[config.mk]
export PLATFORM = sky130hd
export DESIGN_NAME = vending_customer_flat
export DESIGN_NICKNAME = d
export VERILOG_FILES = /design/src/rtl/vending_pkg.sv /design/src/rtl/vending_customer_if.sv /design/src/rtl/vending_wallet.sv /design/src/rtl/vending_customer.sv /design/src/flat_wrapper.sv
export SDC_FILE = /design/constraint.sdc
export NUM_CORES = 1
export LEC_CHECK = 0
export ABC_AREA = 1
export BUFFER_PORTS_ARGS = -buffer_cell sky130_fd_sc_hd__buf_2
export CAP_MARGIN = 10
export CORE_UTILIZATION = 58
export CTS_CLUSTER_SIZE = 8
export DETAILED_ROUTE_END_ITERATION = 10
export MAX_ROUTING_LAYER = met4
export PLACE_DENSITY = 0.82
export SLEW_MARGIN = 20
export SYNTH_ARGS = -nofsm -noshare
export SYNTH_HDL_FRONTEND = slang
export SYNTH_HIERARCHICAL = 1
export SYNTH_SLANG_ARGS = --single-unit
export TNS_END_PERCENT = 50
[constraint.sdc]
create_clock -name clk -period 2.93 [get_ports clk]
set_input_delay 0.7325 -clock clk [delete_from_list [all_inputs] [get_ports clk]]
set_output_delay 0.7325 -clock clk [all_outputs]
set_load 0.01 [all_outputs]
[src/rtl/vending_pkg.sv]
// Shared encodings for the vending-machine customer transactor: service codes,
// coin values, item codes, response status and FSM states.
package vending_pkg;

    localparam logic [1:0] SERVICE_OFF  = 2'b00;
    localparam logic [1:0] SERVICE_ON   = 2'b01;
    localparam logic [1:0] SERVICE_BUSY = 2'b10;

    localparam logic [3:0] NTD_5 = 4'd5;
    localparam logic [3:0] NTD_1 = 4'd1;

    localparam logic ITEM_NONE = 1'b0;
    localparam logic ITEM_A    = 1'b1;

    localparam logic [3:0] COST_A = 4'd6;

    typedef enum logic [1:0] {
        RSP_OK       = 2'd0,
        RSP_REJECT   = 2'd1,
        RSP_TIMEOUT  = 2'd2,
        RSP_MISMATCH = 2'd3
    } rsp_status_t;

    typedef enum logic [1:0] {
        ST_IDLE  = 2'd0,
        ST_OFFER = 2'd1,
        ST_WAIT  = 2'd2,
        ST_RESP  = 2'd3
    } state_t;

    // 4-bit NTD value of a one-coin-each offer or refund
    function automatic logic [3:0] coin_value(input logic c5, input logic c1);
        coin_value = (c5 ? NTD_5 : 4'd0) + (c1 ? NTD_1 : 4'd0);
    endfunction

endpackage

[src/rtl/vending_customer_if.sv]
// Host request/response and machine coin/item signals of the customer transactor.
// master = the customer block, slave = host plus vending machine.
interface vending_customer_if;
    logic       req_valid;
    logic       req_ready;
    logic       req_coin5;
    logic       req_coin1;
    logic       req_item;
    logic       coinInNTD_5;
    logic       coinInNTD_1;
    logic       itemTypeIn;
    logic       coinOutNTD_5;
    logic       coinOutNTD_1;
    logic       itemTypeOut;
    logic [1:0] serviceTypeOut;
    logic       rsp_valid;
    logic [1:0] rsp_status;
    logic       rsp_item;
    logic [3:0] rsp_change;

    modport master (
        input  req_valid, req_coin5, req_coin1, req_item,
        input  coinOutNTD_5, coinOutNTD_1, itemTypeOut, serviceTypeOut,
        output req_ready, coinInNTD_5, coinInNTD_1, itemTypeIn,
        output rsp_valid, rsp_status, rsp_item, rsp_change
    );

    modport slave (
        output req_valid, req_coin5, req_coin1, req_item,
        output coinOutNTD_5, coinOutNTD_1, itemTypeOut, serviceTypeOut,
        input  req_ready, coinInNTD_5, coinInNTD_1, itemTypeIn,
        input  rsp_valid, rsp_status, rsp_item, rsp_change
    );
endinterface

[src/rtl/vending_wallet.sv]
// One wallet coin counter: reset to INIT, debit one coin when offered,
// credit one coin on change with saturation at all-ones.
module vending_wallet #(
    parameter int WALLET_W = 3,
    parameter int INIT     = 2
) (
    input  logic                clk,
    input  logic                reset,
    input  logic                i_debit,
    input  logic                i_credit,
    output logic [WALLET_W-1:0] o_count
);

    localparam logic [WALLET_W-1:0] CNT_MAX  = {WALLET_W{1'b1}};
    localparam logic [WALLET_W-1:0] CNT_ONE  = WALLET_W'(1'b1);
    localparam logic [WALLET_W-1:0] CNT_INIT = WALLET_W'(INIT);

    logic [WALLET_W-1:0] r_count;
    logic [WALLET_W-1:0] w_next;

    // next count from debit/credit requests
    always_comb begin
        w_next = r_count;
        if (i_debit && !i_credit) begin
            w_next = r_count - CNT_ONE;
        end else if (i_credit && !i_debit && (r_count != CNT_MAX)) begin
            w_next = r_count + CNT_ONE;
        end else begin
            w_next = r_count;
        end
    end

    // counter register
    always_ff @(posedge clk or posedge reset) begin
        if (reset) begin
            r_count <= CNT_INIT;
        end else begin
            r_count <= w_next;
        end
    end

    assign o_count = r_count;

endmodule

[src/rtl/vending_customer.sv]
// Customer-side transactor: offers coins/item to the vending machine while it is ON,
// collects change when it returns to OFF, and audits paid == change + item cost.
module vending_customer
    import vending_pkg::*;
#(
    parameter int WALLET_W     = 3,
    parameter int WALLET5_INIT = 2,
    parameter int WALLET1_INIT = 2,
    parameter int TIMEOUT_CYC  = 16,
    parameter int ITEM_W       = 4
) (
    input  logic                clk,
    input  logic                reset,
    vending_customer_if.master  bus,
    output logic [WALLET_W-1:0] wallet5,
    output logic [WALLET_W-1:0] wallet1,
    output logic [ITEM_W-1:0]   items_owned
);

    localparam int TMR_W = $clog2(TIMEOUT_CYC + 1);
    localparam logic [TMR_W-1:0]  TMR_LAST = TMR_W'(TIMEOUT_CYC - 1);
    localparam logic [TMR_W-1:0]  TMR_ONE  = TMR_W'(1'b1);
    localparam logic [ITEM_W-1:0] ITEM_MAX = {ITEM_W{1'b1}};
    localparam logic [ITEM_W-1:0] ITEM_ONE = ITEM_W'(1'b1);

    state_t            r_state;
    state_t            w_next;
    logic              r_c5;
    logic              r_c1;
    logic              r_item;
    logic [TMR_W-1:0]  r_timer;
    logic              r_rsp_valid;
    logic [1:0]        r_rsp_status;
    logic              r_rsp_item;
    logic [3:0]        r_rsp_change;
    logic [ITEM_W-1:0] r_items;

    logic       w_accept;
    logic       w_reject;
    logic       w_offer;
    logic       w_collect;
    logic       w_timeout;
    logic       w_timer_last;
    logic [3:0] w_paid;
    logic [3:0] w_change;
    logic [3:0] w_expected;

    assign w_timer_last = (r_timer == TMR_LAST);
    assign w_paid       = coin_value(r_c5, r_c1);
    assign w_change     = coin_value(bus.coinOutNTD_5, bus.coinOutNTD_1);
    assign w_expected   = w_change + (bus.itemTypeOut ? COST_A : 4'd0);

    // next-state and transaction events; a machine event wins over a same-cycle timeout
    always_comb begin
        w_next    = r_state;
        w_accept  = 1'b0;
        w_reject  = 1'b0;
        w_offer   = 1'b0;
        w_collect = 1'b0;
        w_timeout = 1'b0;
        case (r_state)
            ST_IDLE: begin
                if (bus.req_valid) begin
                    if ((bus.req_item == ITEM_NONE) ||
                        (bus.req_coin5 && (wallet5 == {WALLET_W{1'b0}})) ||
                        (bus.req_coin1 && (wallet1 == {WALLET_W{1'b0}}))) begin
                        w_reject = 1'b1;
                        w_next   = ST_RESP;
                    end else begin
                        w_accept = 1'b1;
                        w_next   = ST_OFFER;
                    end
                end else begin
                    w_next = ST_IDLE;
                end
            end
            ST_OFFER: begin
                if (bus.serviceTypeOut == SERVICE_ON) begin
                    w_offer = 1'b1;
                    w_next  = ST_WAIT;
                end else if (w_timer_last) begin
                    w_timeout = 1'b1;
                    w_next    = ST_RESP;
                end else begin
                    w_next = ST_OFFER;
                end
            end
            ST_WAIT: begin
                if (bus.serviceTypeOut == SERVICE_OFF) begin
                    w_collect = 1'b1;
                    w_next    = ST_RESP;
                end else if (w_timer_last) begin
                    w_timeout = 1'b1;
                    w_next    = ST_RESP;
                end else begin
                    w_next = ST_WAIT;
                end
            end
            ST_RESP: begin
                w_next = ST_IDLE;
            end
            default: begin
                w_next = ST_IDLE;
            end
        endcase
    end

    // machine-side offer is live only in the ON cycle of OFFER
    always_comb begin
        bus.req_ready   = (r_state == ST_IDLE);
        bus.coinInNTD_5 = w_offer & r_c5;
        bus.coinInNTD_1 = w_offer & r_c1;
        bus.itemTypeIn  = w_offer & r_item;
    end

    // state register
    always_ff @(posedge clk or posedge reset) begin
        if (reset) begin
            r_state <= ST_IDLE;
        end else begin
            r_state <= w_next;
        end
    end

    // latched request and transaction timer
    always_ff @(posedge clk or posedge reset) begin
        if (reset) begin
            r_c5    <= 1'b0;
            r_c1    <= 1'b0;
            r_item  <= 1'b0;
            r_timer <= {TMR_W{1'b0}};
        end else if (w_accept) begin
            r_c5    <= bus.req_coin5;
            r_c1    <= bus.req_coin1;
            r_item  <= bus.req_item;
            r_timer <= {TMR_W{1'b0}};
        end else if ((r_state == ST_OFFER) || (r_state == ST_WAIT)) begin
            r_timer <= r_timer + TMR_ONE;
        end else begin
            r_timer <= r_timer;
        end
    end

    // response fields, zero whenever no pulse is issued
    always_ff @(posedge clk or posedge reset) begin
        if (reset) begin
            r_rsp_valid  <= 1'b0;
            r_rsp_status <= RSP_OK;
            r_rsp_item   <= 1'b0;
            r_rsp_change <= 4'd0;
        end else begin
            r_rsp_valid <= w_reject | w_collect | w_timeout;
            if (w_collect) begin
                r_rsp_status <= (w_paid != w_expected) ? RSP_MISMATCH : RSP_OK;
                r_rsp_item   <= bus.itemTypeOut;
                r_rsp_change <= w_change;
            end else if (w_reject) begin
                r_rsp_status <= RSP_REJECT;
                r_rsp_item   <= 1'b0;
                r_rsp_change <= 4'd0;
            end else if (w_timeout) begin
                r_rsp_status <= RSP_TIMEOUT;
                r_rsp_item   <= 1'b0;
                r_rsp_change <= 4'd0;
            end else begin
                r_rsp_status <= RSP_OK;
                r_rsp_item   <= 1'b0;
                r_rsp_change <= 4'd0;
            end
        end
    end

    // collected-item counter
    always_ff @(posedge clk or posedge reset) begin
        if (reset) begin
            r_items <= {ITEM_W{1'b0}};
        end else if (w_collect && bus.itemTypeOut && (r_items != ITEM_MAX)) begin
            r_items <= r_items + ITEM_ONE;
        end else begin
            r_items <= r_items;
        end
    end

    assign bus.rsp_valid  = r_rsp_valid;
    assign bus.rsp_status = r_rsp_status;
    assign bus.rsp_item   = r_rsp_item;
    assign bus.rsp_change = r_rsp_change;
    assign items_owned    = r_items;

    vending_wallet #(.WALLET_W(WALLET_W), .INIT(WALLET5_INIT)) u_wallet5 (
        .clk      (clk),
        .reset    (reset),
        .i_debit  (w_offer & r_c5),
        .i_credit (w_collect & bus.coinOutNTD_5),
        .o_count  (wallet5)
    );

    vending_wallet #(.WALLET_W(WALLET_W), .INIT(WALLET1_INIT)) u_wallet1 (
        .clk      (clk),
        .reset    (reset),
        .i_debit  (w_offer & r_c1),
        .i_credit (w_collect & bus.coinOutNTD_1),
        .o_count  (wallet1)
    );

endmodule

[src/flat_wrapper.sv]
// flat-port wrapper written by rule: the top's interface ports become plain ports
module vending_customer_flat import vending_pkg::*;
#(
    parameter int WALLET_W     = 3,
    parameter int WALLET5_INIT = 2,
    parameter int WALLET1_INIT = 2,
    parameter int TIMEOUT_CYC  = 16,
    parameter int ITEM_W       = 4
)
  (clk, reset, wallet5, wallet1, items_owned, bus_req_valid, bus_req_coin5, bus_req_coin1, bus_req_item, bus_coinOutNTD_5, bus_coinOutNTD_1, bus_itemTypeOut, bus_serviceTypeOut, bus_req_ready, bus_coinInNTD_5, bus_coinInNTD_1, bus_itemTypeIn, bus_rsp_valid, bus_rsp_status, bus_rsp_item, bus_rsp_change);
  vending_customer_if bus_i ();
  input  logic clk;
  input  logic reset;
  output logic [WALLET_W-1:0] wallet5;
  output logic [WALLET_W-1:0] wallet1;
  output logic [ITEM_W-1:0] items_owned;
  input wire logic [$bits(bus_i.req_valid)-1:0] bus_req_valid;
  input wire logic [$bits(bus_i.req_coin5)-1:0] bus_req_coin5;
  input wire logic [$bits(bus_i.req_coin1)-1:0] bus_req_coin1;
  input wire logic [$bits(bus_i.req_item)-1:0] bus_req_item;
  input wire logic [$bits(bus_i.coinOutNTD_5)-1:0] bus_coinOutNTD_5;
  input wire logic [$bits(bus_i.coinOutNTD_1)-1:0] bus_coinOutNTD_1;
  input wire logic [$bits(bus_i.itemTypeOut)-1:0] bus_itemTypeOut;
  input wire logic [$bits(bus_i.serviceTypeOut)-1:0] bus_serviceTypeOut;
  output wire logic [$bits(bus_i.req_ready)-1:0] bus_req_ready;
  output wire logic [$bits(bus_i.coinInNTD_5)-1:0] bus_coinInNTD_5;
  output wire logic [$bits(bus_i.coinInNTD_1)-1:0] bus_coinInNTD_1;
  output wire logic [$bits(bus_i.itemTypeIn)-1:0] bus_itemTypeIn;
  output wire logic [$bits(bus_i.rsp_valid)-1:0] bus_rsp_valid;
  output wire logic [$bits(bus_i.rsp_status)-1:0] bus_rsp_status;
  output wire logic [$bits(bus_i.rsp_item)-1:0] bus_rsp_item;
  output wire logic [$bits(bus_i.rsp_change)-1:0] bus_rsp_change;
  assign bus_i.req_valid = bus_req_valid;
  assign bus_i.req_coin5 = bus_req_coin5;
  assign bus_i.req_coin1 = bus_req_coin1;
  assign bus_i.req_item = bus_req_item;
  assign bus_i.coinOutNTD_5 = bus_coinOutNTD_5;
  assign bus_i.coinOutNTD_1 = bus_coinOutNTD_1;
  assign bus_i.itemTypeOut = bus_itemTypeOut;
  assign bus_i.serviceTypeOut = bus_serviceTypeOut;
  assign bus_req_ready = bus_i.req_ready;
  assign bus_coinInNTD_5 = bus_i.coinInNTD_5;
  assign bus_coinInNTD_1 = bus_i.coinInNTD_1;
  assign bus_itemTypeIn = bus_i.itemTypeIn;
  assign bus_rsp_valid = bus_i.rsp_valid;
  assign bus_rsp_status = bus_i.rsp_status;
  assign bus_rsp_item = bus_i.rsp_item;
  assign bus_rsp_change = bus_i.rsp_change;
  vending_customer #(.WALLET_W(WALLET_W), .WALLET5_INIT(WALLET5_INIT), .WALLET1_INIT(WALLET1_INIT), .TIMEOUT_CYC(TIMEOUT_CYC), .ITEM_W(ITEM_W)) u_core (.clk(clk), .reset(reset), .bus(bus_i), .wallet5(wallet5), .wallet1(wallet1), .items_owned(items_owned));
endmodule
After elaboration in Yosys (flattened, before gate mapping)
Cells that the tools add are included.

storage, ports and cells
  output and inout port bits = 22
  bits in registers = 28
  logic and storage cells = 100
  input port bits = 11

operators by class
  $add $sub $neg = 9
  reduce and logical (&&, ||, !) cells = 24
  equality and inequality tests = 9
  bitwise operators = 8
  multiplexer cells = 38

operators by type and width
  operator                                                            number
  3-bit 2-to-1 mux                                                    7
  2-bit 2-to-1 mux                                                    9
  1-bit 2-to-1 mux                                                    17
  4-bit adder                                                         3
  1-bit logical AND                                                   10
  5-bit 2-to-1 mux                                                    2
  2-bit one-hot mux with 4 select lines                               1
  3-bit by 1-bit adder with 3-bit output, second input constant       2
  3-bit logical NOT                                                   2
  3-bit inequality test, second input constant                        2
  2-bit nonzero test                                                  3
  3-bit by 1-bit subtractor with 3-bit output, second input constant  2
  5-bit by 1-bit adder with 5-bit output, second input constant       1
  1-bit bitwise AND                                                   5
  5-bit by 4-bit == test with 1-bit output, second input constant     1
  4-bit by 1-bit adder with 4-bit output, second input constant       1
  2-bit by 1-bit == test with 1-bit output, second input constant     2
  2-bit == test, second input constant                                2
  1-bit logical NOT                                                   4
  2-bit logical NOT                                                   2
  4-bit 2-to-1 mux                                                    1
  4-bit inequality test                                               1
  4-bit inequality test, second input constant                        1
  1-bit logical OR                                                    3
  other kinds (3)                                                     4

Longest topological paths before layout
  word-level depth = 9
  depth in mapped cells = 17
  depth with buffers taken out = 17

Hierarchy
Netlist, hierarchy kept.

by module, submodules not included
  module            sequential area each (um2)  area each (um2)  instances  cells each
  vending_customer  525.5                       1194.9           1          151
  vending_wallet    76.3                        225.2            2          35

Worst setup path before layout
No wires, ideal clock.

  kind = input-to-reg
  start = in bus_serviceTypeOut[1]
  end = reg u_core.u_wallet1.r_count[2], in the netlist u_core/u_wallet1/o_count[2]
  path slack = 664 ps
  stages on the path = 15
  data required time = 2814 ps
  buffers on the path = 0
  arrival = 2149 ps
  setup time = 116 ps
  cells stage by stage = inv_2 > nand2_1 > nor2_1 > inv_2 > nor2_1 > nand2_2 > xor2_1 > inv_1 > ha_1 > inv_1 > nand2_1 > nand2_1 > nand2_1 > nand2_1 > nand2_1

on the way
  longest elaborated chain between the ends = 8
  elaborated cells on any way between the ends = 15
  classes of those cells = 1 x eq/ne; 5 x mux; 2 x bitwise; 7 x reduce/logical

RTL lines
  what                                          line                    text
  start, declared                               flat_wrapper.sv:24      input wire logic [$bits(bus_i.serviceTypeOut)-1:0] bus_serviceTypeOut;
  2-bit by 1-bit == test with 1-bit output (*)  vending_customer.sv:78  if (bus.serviceTypeOut == SERVICE_ON) begin
  1-bit 2-to-1 mux (*)                          vending_customer.sv:78
  1-bit 2-to-1 mux (*)                          vending_customer.sv:61  case (r_state)
  1-bit bitwise AND (*)                         --
  via bus_coinInNTD_1                           flat_wrapper.sv:27      output wire logic [$bits(bus_i.coinInNTD_1)-1:0] bus_coinInNTD_1;
  1-bit logical NOT                             vending_wallet.sv:26    end else if (i_credit && !i_debit && (r_count != CNT_MAX)) begin
  1-bit logical AND (2 in series)               vending_wallet.sv:26
  2-bit nonzero test (no line)                  --
  end signal, assigned                          vending_wallet.sv:38    r_count <= w_next;
  end, declared                                 vending_wallet.sv:18    logic [WALLET_W-1:0] r_count;

The timed path passes the listed nets; every way through them passes the cells marked *.
A chain may end at the register's enable or synchronous reset.

Worst setup path in the final report
  start = reg u_core.r_state[1]
  end = out bus_coinInNTD_5

on the way
  longest elaborated chain between the ends = 3

RTL lines
  what                                      line                     text
  start, declared                           vending_customer.sv:26   state_t r_state;
  start signal, assigned                    vending_customer.sv:121  r_state <= w_next;
  2-bit by 1-bit == test with 1-bit output  vending_customer.sv:61
  1-bit 2-to-1 mux                          vending_customer.sv:61
  1-bit bitwise AND                         vending_customer.sv:111  bus.coinInNTD_5 = w_offer & r_c5;
  end, declared                             flat_wrapper.sv:26       output wire logic [$bits(bus_i.coinInNTD_5)-1:0] bus_coinInNTD_5;

No other way between the ends.

==> impl_results.md <==
- Worst path required time: 2.20 ns
- Final worst path period share: 0.866
- Final min period: 2.54 ns
- Crit-path cells: inv_1 > ha_1 > inv_1 > nor2_1 > inv_2 > nor2_1 > buf_2
- Sequential area share after synthesis: 0.412
- Crit end category: output port
- Clock Latency Late Sink: 0.32 ns
- H-tree depth: 1
- Routability cong.: 0.904
- Hold Buf Count CTS: 0
- PortBufs: 31
- Drt initial violations: 34
- Reg2reg path depth: 16
- Layout cell share with drive strength beyond 1: 0.192
- DRC viols: 0
- Max-cap violations: 0
- CTS sink cnt: 27
- Worst-case clock buffer depth: 2
- Mapped Avg Cell Area: 7.44 sq um
- Final Core Density: 0.723
- Vias in the first global route: 1,236
- VDD IR max: 0.575 mV
- Antenna violations before repair: 0
- Vias/cell: 4.81
- Final slew viol count: 0
- Cell Area, Synth: 0.00165 sq mm
- Post-synth top area share: 0.380
- Routed Antenna Nets: 0
- RSZ-0062 raised after global routing: no
- Num rows: 18
- Chip Height: 55.3 microns
- Number of diodes: 0
- Crit Path Category: flip-flop to output port
- PD cells: 812 mW/mm^2
- Mapped Nets: 244
- Worst R2R Start: u_core/r_state[1]$_DFF_PP0_
- Max incr delay on CP: 0.41 ns
- Fmax achieved: 394 MHz
- CTS tree: yes
- Cts repair resizes: 0
- Dpl hpwl: 2180 microns
- Worst path arrival time: 1.80 ns
- Layout net count: 279
- LEAKAGE: 0.00111 uW
- Hold Slack: 0.249 ns
- Remaining Overflow, GRT: 0
- P&R area growth vs syn: 12.9%
- First-pass GRT wire length: 5000 microns
- Die width: 55.3 microns
- Most frequent cells in the layout: nand2_1 (68), inv_1 (38), buf_2 (31)
- Yosys Warn Count: 6
- Fraction of registers with async set/reset: 1.00
- Hold Violations, Final: 0
- Cell taking the most area after synthesis: dfrtp_1
- Final setup fails: 0
- Die Footprint: 0.00305 sq mm
- Routed len/inst: 9.77 microns
- TritonCTS Buffers: 3
- Largest cells by area after synthesis: dfrtp_1 (38%), nand2_1 (16%), ha_1 (9.1%)
- Worst reg2reg setup slack: 0.72 ns
- Least-Margin Pin Slew: 0.818 ns
- Initial Util: 0.641
- Startpoint types: flip-flop
- #FFs+latches synth: 27
- Routed wire length: 2780 microns
- Hold Crit Class: input pin to async pin
- DR pass1 iterations: 4
- Clk_skew: 0.00578 ns
- Largest net degree at the start of global routing: 22
- CP Max Fanout: 6
- Setup TNS: 0 ns
- # fillers: 226
- Commonest non-fill, non-tap cell in the layout: nand2_1
- Cell variety after synth: 26
- Clock transition at path regs: 0.14 ns
- Core area: 0.00257 sq mm
- Worst slew margin: 0.454
- Total GRT Usage: 0.207
- Gate Count Post-Synth: 221
- I/O pin count: 33
- Root buffer cell: clkbuf_4
- Postcts setup bufs: 0
- Number of flops mapped to enable cells by yosys: 0
- Outcome: finished, final reports clean
- Primary FF master, synth: dfrtp_1
- Crit-path slowest cell: dfrtp_1
- Reg2Reg Capture Point: u_core/u_wallet5/o_count[2]$_DFFE_PP0P_
- Vias: 1,371
==> critical path, delay by kind of cell (launching register included) <==
| family | cells | cell delay, ns |
|---|---|---|
| buffers and inverters | 4 | 0.41 |
| flip-flops | 1 | 0.41 |
| adder cells (fa/ha/maj) | 1 | 0.21 |
| AND/OR/NAND/NOR | 2 | 0.46 |
==> cell families (layout without fill, tap and decap cells) <==
| family | Yosys count | in the layout | share of synthesized area |
|---|---|---|---|
| AOI/OAI and AO/OA | 11 | 11 | 0.0373 |
| xor gates and xnor gates | 9 | 9 | 0.0479 |
| adders and majority gates | 12 | 12 | 0.0913 |
| buffers and inverters | 45 | 79 | 0.106 |
| DFF | 27 | 27 | 0.412 |
| other | 1 | 1 | 0.00228 |
| and+or+nand+nor | 116 | 116 | 0.303 |
==> how the worst max path moves through the flow <==
stage,startpoint,to
floorplan,bus_serviceTypeOut[1],u_core/u_wallet1/o_count[2]$_DFFE_PP0P_
finish,u_core/r_state[1]$_DFF_PP0_,bus_coinInNTD_5
global route,u_core/r_state[1]$_DFF_PP0_,bus_coinInNTD_5
CTS,u_core/r_state[1]$_DFF_PP0_,bus_coinInNTD_5
detailed placement,bus_serviceTypeOut[1],u_core/u_wallet5/o_count[2]$_DFFE_PP0P_
global placement,bus_serviceTypeOut[1],bus_coinInNTD_5
==> report_power, final <==
group	switching [uW]	leakage (uW)	internal (uW)
sequential	129	0.000340	516
clock	109	0.0000150	53.3
combinational	407	0.000754	293
==> registers in the layout (all words and copies together), names as in the netlist, 2 cells and up <==
name and count:
u_core/items_owned 4, u_core/u_wallet1/o_count 3, u_core/u_wallet5/o_count 3, u_core/bus.rsp_status 2
u_core/r_state 2, u_core/bus.rsp_change 3, u_core/r_timer 5
==> Yosys cell counts, types with 2 or more instances <==
cell,count
nand2_1,68
xor2_1,7
nand2_2,4
o21ai_1,4
inv_1,38
dfrtp_1,25
nand3_1,16
inv_2,5
nor2_1,21
a21oi_1,3
dfstp_2,2
o21ai_0,2
ha_1,12
xnor2_1,2
==> through the flow <==
| step | total power [uW] | setup slack [ns] | instances | cell area (sq um) |
|---|---|---|---|---|
| CTS | 1520 | 0.390 | 285 | 1860 |
| global placement | 1340 | 0.527 | 281 | 1830 |
| detailed placement | 1360 | 0.464 | 281 | 1830 |
| floorplan | 1160 | 0.664 | 221 | 1650 |
| finish | 1510 | 0.394 | 285 | 1860 |
| global route | 1660 | 0.281 | 285 | 1860 |
==> final cells by class <==
cell class | count | area, sq um | share of cell area
sequential | 27 | 678 | 0.365
inverter | 44 | 166 | 0.0896
timing repair buffer | 31 | 155 | 0.0836
tap | 30 | 37.5 | 0.0202
multi-input combinational | 149 | 793 | 0.427
clock buffer | 4 | 26.3 | 0.0142
==> per-layer routing <==
layer	track usage	up-vias	routed length [microns]
met1	0.268	617	1360
met2	0.346	21	1330
met5	-	-	0
li1	-	729	-
met3	0.0211	4	62
met4	0.0643	0	40
(Power assumes the default switching activity.)
